[src/rtl/wave_voice_scheduler.sv]
// Four-voice triangle-wave sequencer: owns the phase accumulators, issues one datapath
// request per sample tick, mixes the returned waves and hands the sample downstream.
module wave_voice_scheduler #(
  parameter int unsigned PHASE_W  = 24,
  parameter int unsigned WAVE_W   = 21,
  parameter int unsigned TIMEOUT  = 64,
  localparam int unsigned SAMPLE_W = 24,
  localparam int unsigned OVR_W    = 8
) (
  input  logic                clk,
  input  logic                rst,
  input  logic                sample_tick,
  input  logic                cfg_we,
  input  logic [2:0]          cfg_addr,
  input  logic [PHASE_W-1:0]  cfg_wdata,
  output logic                gen_in_valid,
  output logic [PHASE_W-1:0]  gen_phase_1,
  output logic [PHASE_W-1:0]  gen_phase_2,
  output logic [PHASE_W-1:0]  gen_phase_3,
  output logic [PHASE_W-1:0]  gen_phase_4,
  input  logic [WAVE_W-1:0]   gen_wave_1,
  input  logic [WAVE_W-1:0]   gen_wave_2,
  input  logic [WAVE_W-1:0]   gen_wave_3,
  input  logic [WAVE_W-1:0]   gen_wave_4,
  input  logic                gen_out_valid,
  output logic                sample_valid,
  input  logic                sample_ready,
  output logic [SAMPLE_W-1:0] sample_data,
  output logic                busy,
  output logic [OVR_W-1:0]    overrun_cnt,
  output logic                timeout_err
);

  localparam int unsigned NV   = 4;
  localparam int unsigned TO_W = $clog2(TIMEOUT + 1);

  typedef enum logic [2:0] {IDLE, ISSUE, WAIT, MIX, HOLD} state_t;

  state_t              state, state_next;
  logic                timeout_hit;
  logic [TO_W-1:0]     wait_cnt;
  logic [NV-1:0]       mask;
  logic [PHASE_W-1:0]  fcw     [NV];
  logic [PHASE_W-1:0]  acc     [NV];
  logic [PHASE_W-1:0]  phase_q [NV];
  logic [WAVE_W-1:0]   wave_in [NV];
  logic [WAVE_W-1:0]   wave_q  [NV];
  logic [SAMPLE_W-1:0] mix_sum;

  assign wave_in[0] = gen_wave_1;
  assign wave_in[1] = gen_wave_2;
  assign wave_in[2] = gen_wave_3;
  assign wave_in[3] = gen_wave_4;

  assign gen_phase_1 = phase_q[0];
  assign gen_phase_2 = phase_q[1];
  assign gen_phase_3 = phase_q[2];
  assign gen_phase_4 = phase_q[3];

  always_ff @(posedge clk or negedge rst) begin
    if (!rst) state <= IDLE;
    else      state <= state_next;
  end

  always_comb begin
    state_next  = state;
    timeout_hit = 1'b0;
    case (state)
      IDLE:  if (sample_tick) state_next = ISSUE;
      ISSUE: state_next = WAIT;
      WAIT: begin
        if (gen_out_valid) begin
          state_next = MIX;
        end else if (wait_cnt == TO_W'(TIMEOUT - 1)) begin
          state_next  = IDLE;
          timeout_hit = 1'b1;
        end
      end
      MIX:   state_next = HOLD;
      HOLD:  if (sample_ready) state_next = IDLE;
      default: state_next = IDLE;
    endcase
  end

  // Captured waves are already sign-extension-safe: disabled voices were zeroed at capture.
  always_comb begin
    mix_sum = '0;
    for (int i = 0; i < NV; i++) begin
      mix_sum = mix_sum + {{(SAMPLE_W - WAVE_W){wave_q[i][WAVE_W-1]}}, wave_q[i]};
    end
  end

  always_ff @(posedge clk or negedge rst) begin
    if (!rst) begin
      gen_in_valid <= 1'b0;
      sample_valid <= 1'b0;
      busy         <= 1'b0;
      sample_data  <= '0;
      overrun_cnt  <= '0;
      timeout_err  <= 1'b0;
      wait_cnt     <= '0;
      mask         <= '0;
      for (int i = 0; i < NV; i++) begin
        fcw[i]     <= '0;
        acc[i]     <= '0;
        phase_q[i] <= '0;
        wave_q[i]  <= '0;
      end
    end else begin
      gen_in_valid <= (state_next == ISSUE);
      sample_valid <= (state_next == HOLD);
      busy         <= (state_next != IDLE);
      wait_cnt     <= (state == WAIT) ? wait_cnt + TO_W'(1) : '0;

      // Snapshot is taken only on the tick that launches a request.
      for (int i = 0; i < NV; i++) begin
        if (state == IDLE && sample_tick) phase_q[i] <= acc[i];
        if (!mask[i])                     acc[i] <= '0;
        else if (state == ISSUE)          acc[i] <= acc[i] + fcw[i];
        if (state == WAIT && gen_out_valid) wave_q[i] <= mask[i] ? wave_in[i] : '0;
      end

      if (state == MIX) sample_data <= mix_sum;

      if (cfg_we && !cfg_addr[2])       fcw[cfg_addr[1:0]] <= cfg_wdata;
      if (cfg_we && cfg_addr == 3'd4)   mask <= cfg_wdata[NV-1:0];

      if (sample_tick && state != IDLE && overrun_cnt != {OVR_W{1'b1}})
        overrun_cnt <= overrun_cnt + OVR_W'(1);

      if (timeout_hit)                      timeout_err <= 1'b1;
      else if (cfg_we && cfg_addr == 3'd4)  timeout_err <= 1'b0;
    end
  end

endmodule

[config.mk]
export PLATFORM = sky130hd
export DESIGN_NAME = wave_voice_scheduler
export DESIGN_NICKNAME = d
export VERILOG_FILES = /design/src/rtl/wave_voice_scheduler.sv
export SDC_FILE = /design/constraint.sdc
export NUM_CORES = 1
export LEC_CHECK = 0
export CAP_MARGIN = 20
export CORE_MARGIN = 1
export CORE_UTILIZATION = 55
export DETAILED_ROUTE_END_ITERATION = 16
export PLACE_DENSITY = 0.82
export SETUP_SLACK_MARGIN = 0.15
export SYNTH_ARGS = -nofsm -noshare
export SYNTH_HDL_FRONTEND = slang
export SYNTH_SLANG_ARGS = --single-unit
[constraint.sdc]
create_clock -name clk -period 4.5 [get_ports clk]
set_clock_uncertainty 0.1 [all_clocks]
set_input_delay 0.9 -clock clk [delete_from_list [all_inputs] [get_ports clk]]
set_output_delay 0.9 -clock clk [all_outputs]
set_load 0.01 [all_outputs]
* Word-level counts from Yosys, hierarchy flattened
Cells that the tools add are included.
Storage, ports and cells: flip-flop bits (word level) 422, bits of input ports 117, output and inout bits 132
Cells by class: bitwise logic cells 1, magnitude comparators 2, mux-type cells 26, add/sub/neg operators 9, eq/ne operators 13, reductions and logical operators 12
Operators with widths (number):
- $mux 24 | 9
- $add 24x24->24 | 4
- $bwmux 96 | 1
- $mux 21 | 4
- $demux 24 s2 | 1
- $add 23x21->24 | 1
- $add 22x21->23 | 1
- $add 21x21->22 | 1
- $pmux 3 s5 | 1
- $mux 3 | 4
- $eq 3x3->1 const B | 3
- $add 8x1->8 const B | 1
- $ne 2x1->1 const B | 4
- $ne 8x8->1 const B | 1
- $add 7x1->7 const B | 1
- $eq 7x6->1 const B | 1
- $logic_and 1x1->1 | 7
- $mux 7 | 1
- $eq 3x1->1 const B | 2
- $eq 3x2->1 const B | 2
- $reduce_bool 3->1 | 2
- $mux 1 | 5
- $ge 3x3->1 const B | 1
- $logic_not 3->1 | 1
- 4 further kinds | 4

* Logic depth before layout (Yosys ltp)
depth in word-level cells 6, depth in mapped cells 15, gate-level depth less buffers 15

* Worst setup path after synthesis
Ideal clock, no wire load.
path type register to register, start point register wave_q[1] (netlist name), end point register sample_data[15], setup slack 649 ps, path buffers 0, arrival 3682 ps, setup time 69 ps, stages on the path, launching flop included 16, path through dfrtp_1 -> fa_1 -> fa_1 -> ha_1 -> inv_1 -> fa_1 -> nor2b_1 -> o21ai_0 -> a21boi_1 -> o21ai_0 -> o21ai_1 -> a21o_1 -> a21o_1 -> a21oi_1 -> or4b_2 -> nand3_1
On the way: word-level cells in the longest chain between the ends 1
RTL lines:
- start: declaration | line 47 | logic [WAVE_W-1:0] wave_q [NV];
- start signal: indexed assignment | line 120 | if (state == WAIT && gen_out_valid) wave_q[i] <= mask[i] ? wave_in[i] : '0;
- $add 23x21->24 | line 89 | mix_sum = mix_sum + {{(SAMPLE_W - WAVE_W){wave_q[i][WAVE_W-1]}}, wave_q[i]};
- end signal: assignment | line 123 | if (state == MIX) sample_data <= mix_sum;
- end: declaration | line 28 | output logic [SAMPLE_W-1:0] sample_data,
Every way passes these cells. A chain may end at the register's enable or synchronous reset.

* Worst setup path after layout
Same ends and word-level chain as after synthesis.

==> qor.txt <==
Status - finished, final reports clean
Syn Inst Count - 2160
Share of cells above drive strength 1 - 0.136
Final Max Tran Viols - 0
Synth Register Bits - 422
Worst Tran Pin Value - 1.03 ns
Post-synth top area cell - dfrtp_1
HPWL after DPL - 39300 um
Crit path max-delay cell type - or4b_2
Initial drt markers - 996
DRC viols - 0
Clock transition at path regs - 0.06 ns
Final WL - 56800 um
Synth warn - 0
Share of the synthesized area in the top cell type - 0.470
Largest cells by area after synthesis - dfrtp_1 47%, mux2_2 9.9%, ha_1 6.5%
Cell-internal power - 0.0111 W
Post-synth EDFFs - 0
R2R cell count - 15
Worst EP arrival - 4.54 ns
Clock buffer depth - 3
CP delay by family, top - adder cells
DR WL/cell - 19.3 um
Crit path buffers/inverters - 1
CP Capture Type - flip-flop
Final setup viols - 0
Setup TNS - 0 ns
Area grow syn2layout - 20.9%
Sequential Power Share - 0.320
Hold Path Class - in -> async
Area of the die - 0.0417 mm^2
Total core area - 0.0400 mm^2
Via count - 17000
Row cnt - 73
GRT Total Usage - 0.280
# IOs - 249
PwrDens - 662 mW/mm^2
R2r endpoint - sample_data[15]$_DFFE_PN0N_
Die Wd - 204 um
First-pass GRT wire length - 91600 um
Post-DP Area - 0.0255 mm^2
Vias per cell - 5.75
Switching portion of total power - 0.380
Syn nets - 2441
TritonCTS buffer count - 46
Fin nets - 2671
Worst setup SP type - flip-flop
Count of different cell masters after synthesis - 78
Worst vdd ir - 0.405 mV
Pin count of the biggest net entering global routing - 83
Max frequency - 0.243 GHz
Ys flop type - dfrtp_1
Switch Pwr - 0.00683 W
Diode count - 0
Combinational power share - 0.454
CTS root buffer - clkbuf_16
Die height - 204 um
Final cycle utilization of the critical path - 0.916
R2r setup slk - 0.38 ns
Gp weighted congestion - 0.931
Part of the power in the clock network - 0.226
Register area share after synthesis - 0.470
Fill count - 2925
Initial antenna violation count - 2
Min Tclk post-route - 4.12 ns
Critical path's largest stage delay - 0.64 ns
Vias in the first global route - 17400
1st-pass router iterations - 5
Antenna viol nets, final - 0
Final Hold Fails - 0
Worst EP required - 4.92 ns
CTS tree - built
Max FO, Critical Path - 3
Starting density of the core - 0.562
Post-synthesis cell area - 0.0225 mm^2
Gr ovfl total - 0
Cell repeated most along the worst path - fa_1
Unrepaired setup endpoints after global routing - false
Slew HR - 0.308
Clock Sinks - 422
Count of input and output buffers - 248
Reg-to-Reg Start - wave_q[1]$_DFFE_PN0P_
WS Path Type - reg -> reg
Final Cell Area - 0.0272 mm^2
Pleak - 12.8 nW
Worst skew pair latency - 0.60 ns
Worst-path cell chain - fa_1 -> fa_1 -> ha_2 -> inv_1 -> fa_1 -> nor2b_1 -> o21ai_1 -> a21boi_1 -> o21ai_2 -> o21ai_2 -> a21o_1 -> a21o_1 -> a21oi_1 -> or4b_2 -> nand3_1
Max-cap viol count - 0
Syn Area/Cell - 10.4 um^2
H-tree levels - 2
Asr flop ratio synth - 1.00
-- worst max path at each step --
stage	startpoint	end	slack, ns	cells after the start
after floorplan	wave_q[1]$_DFFE_PN0P_	sample_data[15]$_DFFE_PN0N_	0.65	15
after global placement	wave_q[1]$_DFFE_PN0P_	sample_data[15]$_DFFE_PN0N_	0.40	15
after detailed placement	wave_q[1]$_DFFE_PN0P_	sample_data[15]$_DFFE_PN0N_	0.27	15
after CTS	wave_q[1]$_DFFE_PN0P_	sample_data[15]$_DFFE_PN0N_	0.25	15
after global routing	wave_q[1]$_DFFE_PN0P_	sample_data[15]$_DFFE_PN0N_	0.14	15
final	wave_q[1]$_DFFE_PN0P_	sample_data[15]$_DFFE_PN0N_	0.38	15
-- state kept, by name, summed over array words and instances, names as in the netlist, 24 cells and up --
signal,count
gen_phase_3,24
sample_data,24
acc,96
gen_phase_2,24
gen_phase_1,24
fcw,96
wave_q,84
gen_phase_4,24
-- metrics by stage --
step	utilization	setup slack, ns	total power, W	instances	hold slack (ns)
final	0.679	0.378	0.0180	2952	0.204
after global routing	0.679	0.142	0.0192	2952	0.243
after global placement	0.638	0.403	0.0135	2866	0.365
after floorplan	-	0.649	0.0111	2160	0.350
after CTS	0.679	0.248	0.0180	2951	0.212
after detailed placement	0.638	0.271	0.0138	2866	0.369
-- layout by cell type (no fill, tap or decap), types with 8 or more instances in the layout --
cell type	instances
nor2b_1	12
xor2_1	41
and2_1	29
o21a_1	9
fa_1	47
o21bai_1	16
a21o_1	49
ha_1	116
inv_1	139
clkdlybuf4s50_1	247
nand3_1	25
xnor2_1	63
clkbuf_8	11
buf_4	18
nor3_1	15
clkbuf_1	8
clkbuf_16	47
a211oi_1	16
dfrtp_1	422
clkinv_2	9
nand2b_1	17
and3_1	8
o211ai_1	9
o21ai_1	17
mux2_2	197
nor2_1	62
o21ai_0	173
a21boi_0	8
a21oi_1	108
nand2_1	353
-- power groups by stage --
stage | combinational [W] | sequential (W) | clock [W]
5_1_grt | 0.00906 | 0.00589 | 0.00426
3_5_place_dp | 0.00799 | 0.00580 | 0
2_1_floorplan | 0.00534 | 0.00574 | 0
4_1_cts | 0.00812 | 0.00575 | 0.00412
6_report | 0.00815 | 0.00576 | 0.00406
3_3_place_gp | 0.00773 | 0.00574 | 0
-- Yosys cell counts, types with 4 or more instances --
library cell	count
a2111oi_0	4
a211oi_1	16
a21boi_0	8
a21o_1	49
a21oi_1	108
a31o_2	6
a31oi_1	4
and2_1	29
and3_1	8
buf_1	16
clkbuf_1	71
dfrtp_1	422
fa_1	47
ha_1	117
inv_1	139
mux2_2	197
mux2i_1	5
nand2_1	355
nand2b_1	17
nand3_1	25
nand3b_1	4
nand4_1	7
nor2_1	63
nor2b_1	12
nor3_1	15
nor3b_1	7
o211a_1	5
o211ai_1	9
o21a_1	9
o21ai_0	175
o21ai_1	17
o21bai_1	16
o31ai_1	6
or3_1	6
xnor2_1	63
xor2_1	41
-- area by class of cell --
class | instances | area, um^2 | area share
Multi-Input combinational cell | 1511 | 11100 | 0.408
Sequential cell | 422 | 10600 | 0.389
Timing Repair Buffer | 270 | 2700 | 0.0995
Clock buffer | 66 | 1360 | 0.0500
Tap cell | 525 | 657 | 0.0242
Inverter | 139 | 522 | 0.0192
Clock inverter | 19 | 270 | 0.00995
-- worst reg2reg max path, stage by stage, from the launching register on --
cell and delay, ns:
dfrtp_1 0.40, fa_1 0.51, fa_1 0.50, ha_2 0.19, inv_1 0.06, fa_1 0.45, nor2b_1 0.14, o21ai_1 0.08
a21boi_1 0.23, o21ai_2 0.10, o21ai_2 0.22, a21o_1 0.14, a21o_1 0.13, a21oi_1 0.08, or4b_2 0.64, nand3_1 0.09
-- cell families after synthesis --
kind of cell / after synthesis / synth area share
AOI/OAI and AO/OA: 473 / 0.132
xor gates and xnor gates: 105 / 0.0413
adders and majority gates: 164 / 0.107
buffers and inverters: 227 / 0.0380
DFF: 422 / 0.470
muxes: 202 / 0.101
and+or+nand+nor: 567 / 0.111
-- repair_timing --
item | 4_1_cts | 5_1_grt
setup endpoints to repair | 0 | 3
hold buffers | 0 | 0
setup buffers | 0 | 1
resized for setup | 0 | 5
-- per-layer routing --
layer | track usage | up-vias | wire length [um]
met5 | 0 | - | 22
met4 | 0.126 | 4 | 2410
met3 | 0.0451 | 139 | 3820
met2 | 0.448 | 572 | 26700
met1 | 0.375 | 8402 | 23900
li1 | - | 7869 | -
No activity file was read; power rests on OpenSTA's default activity.
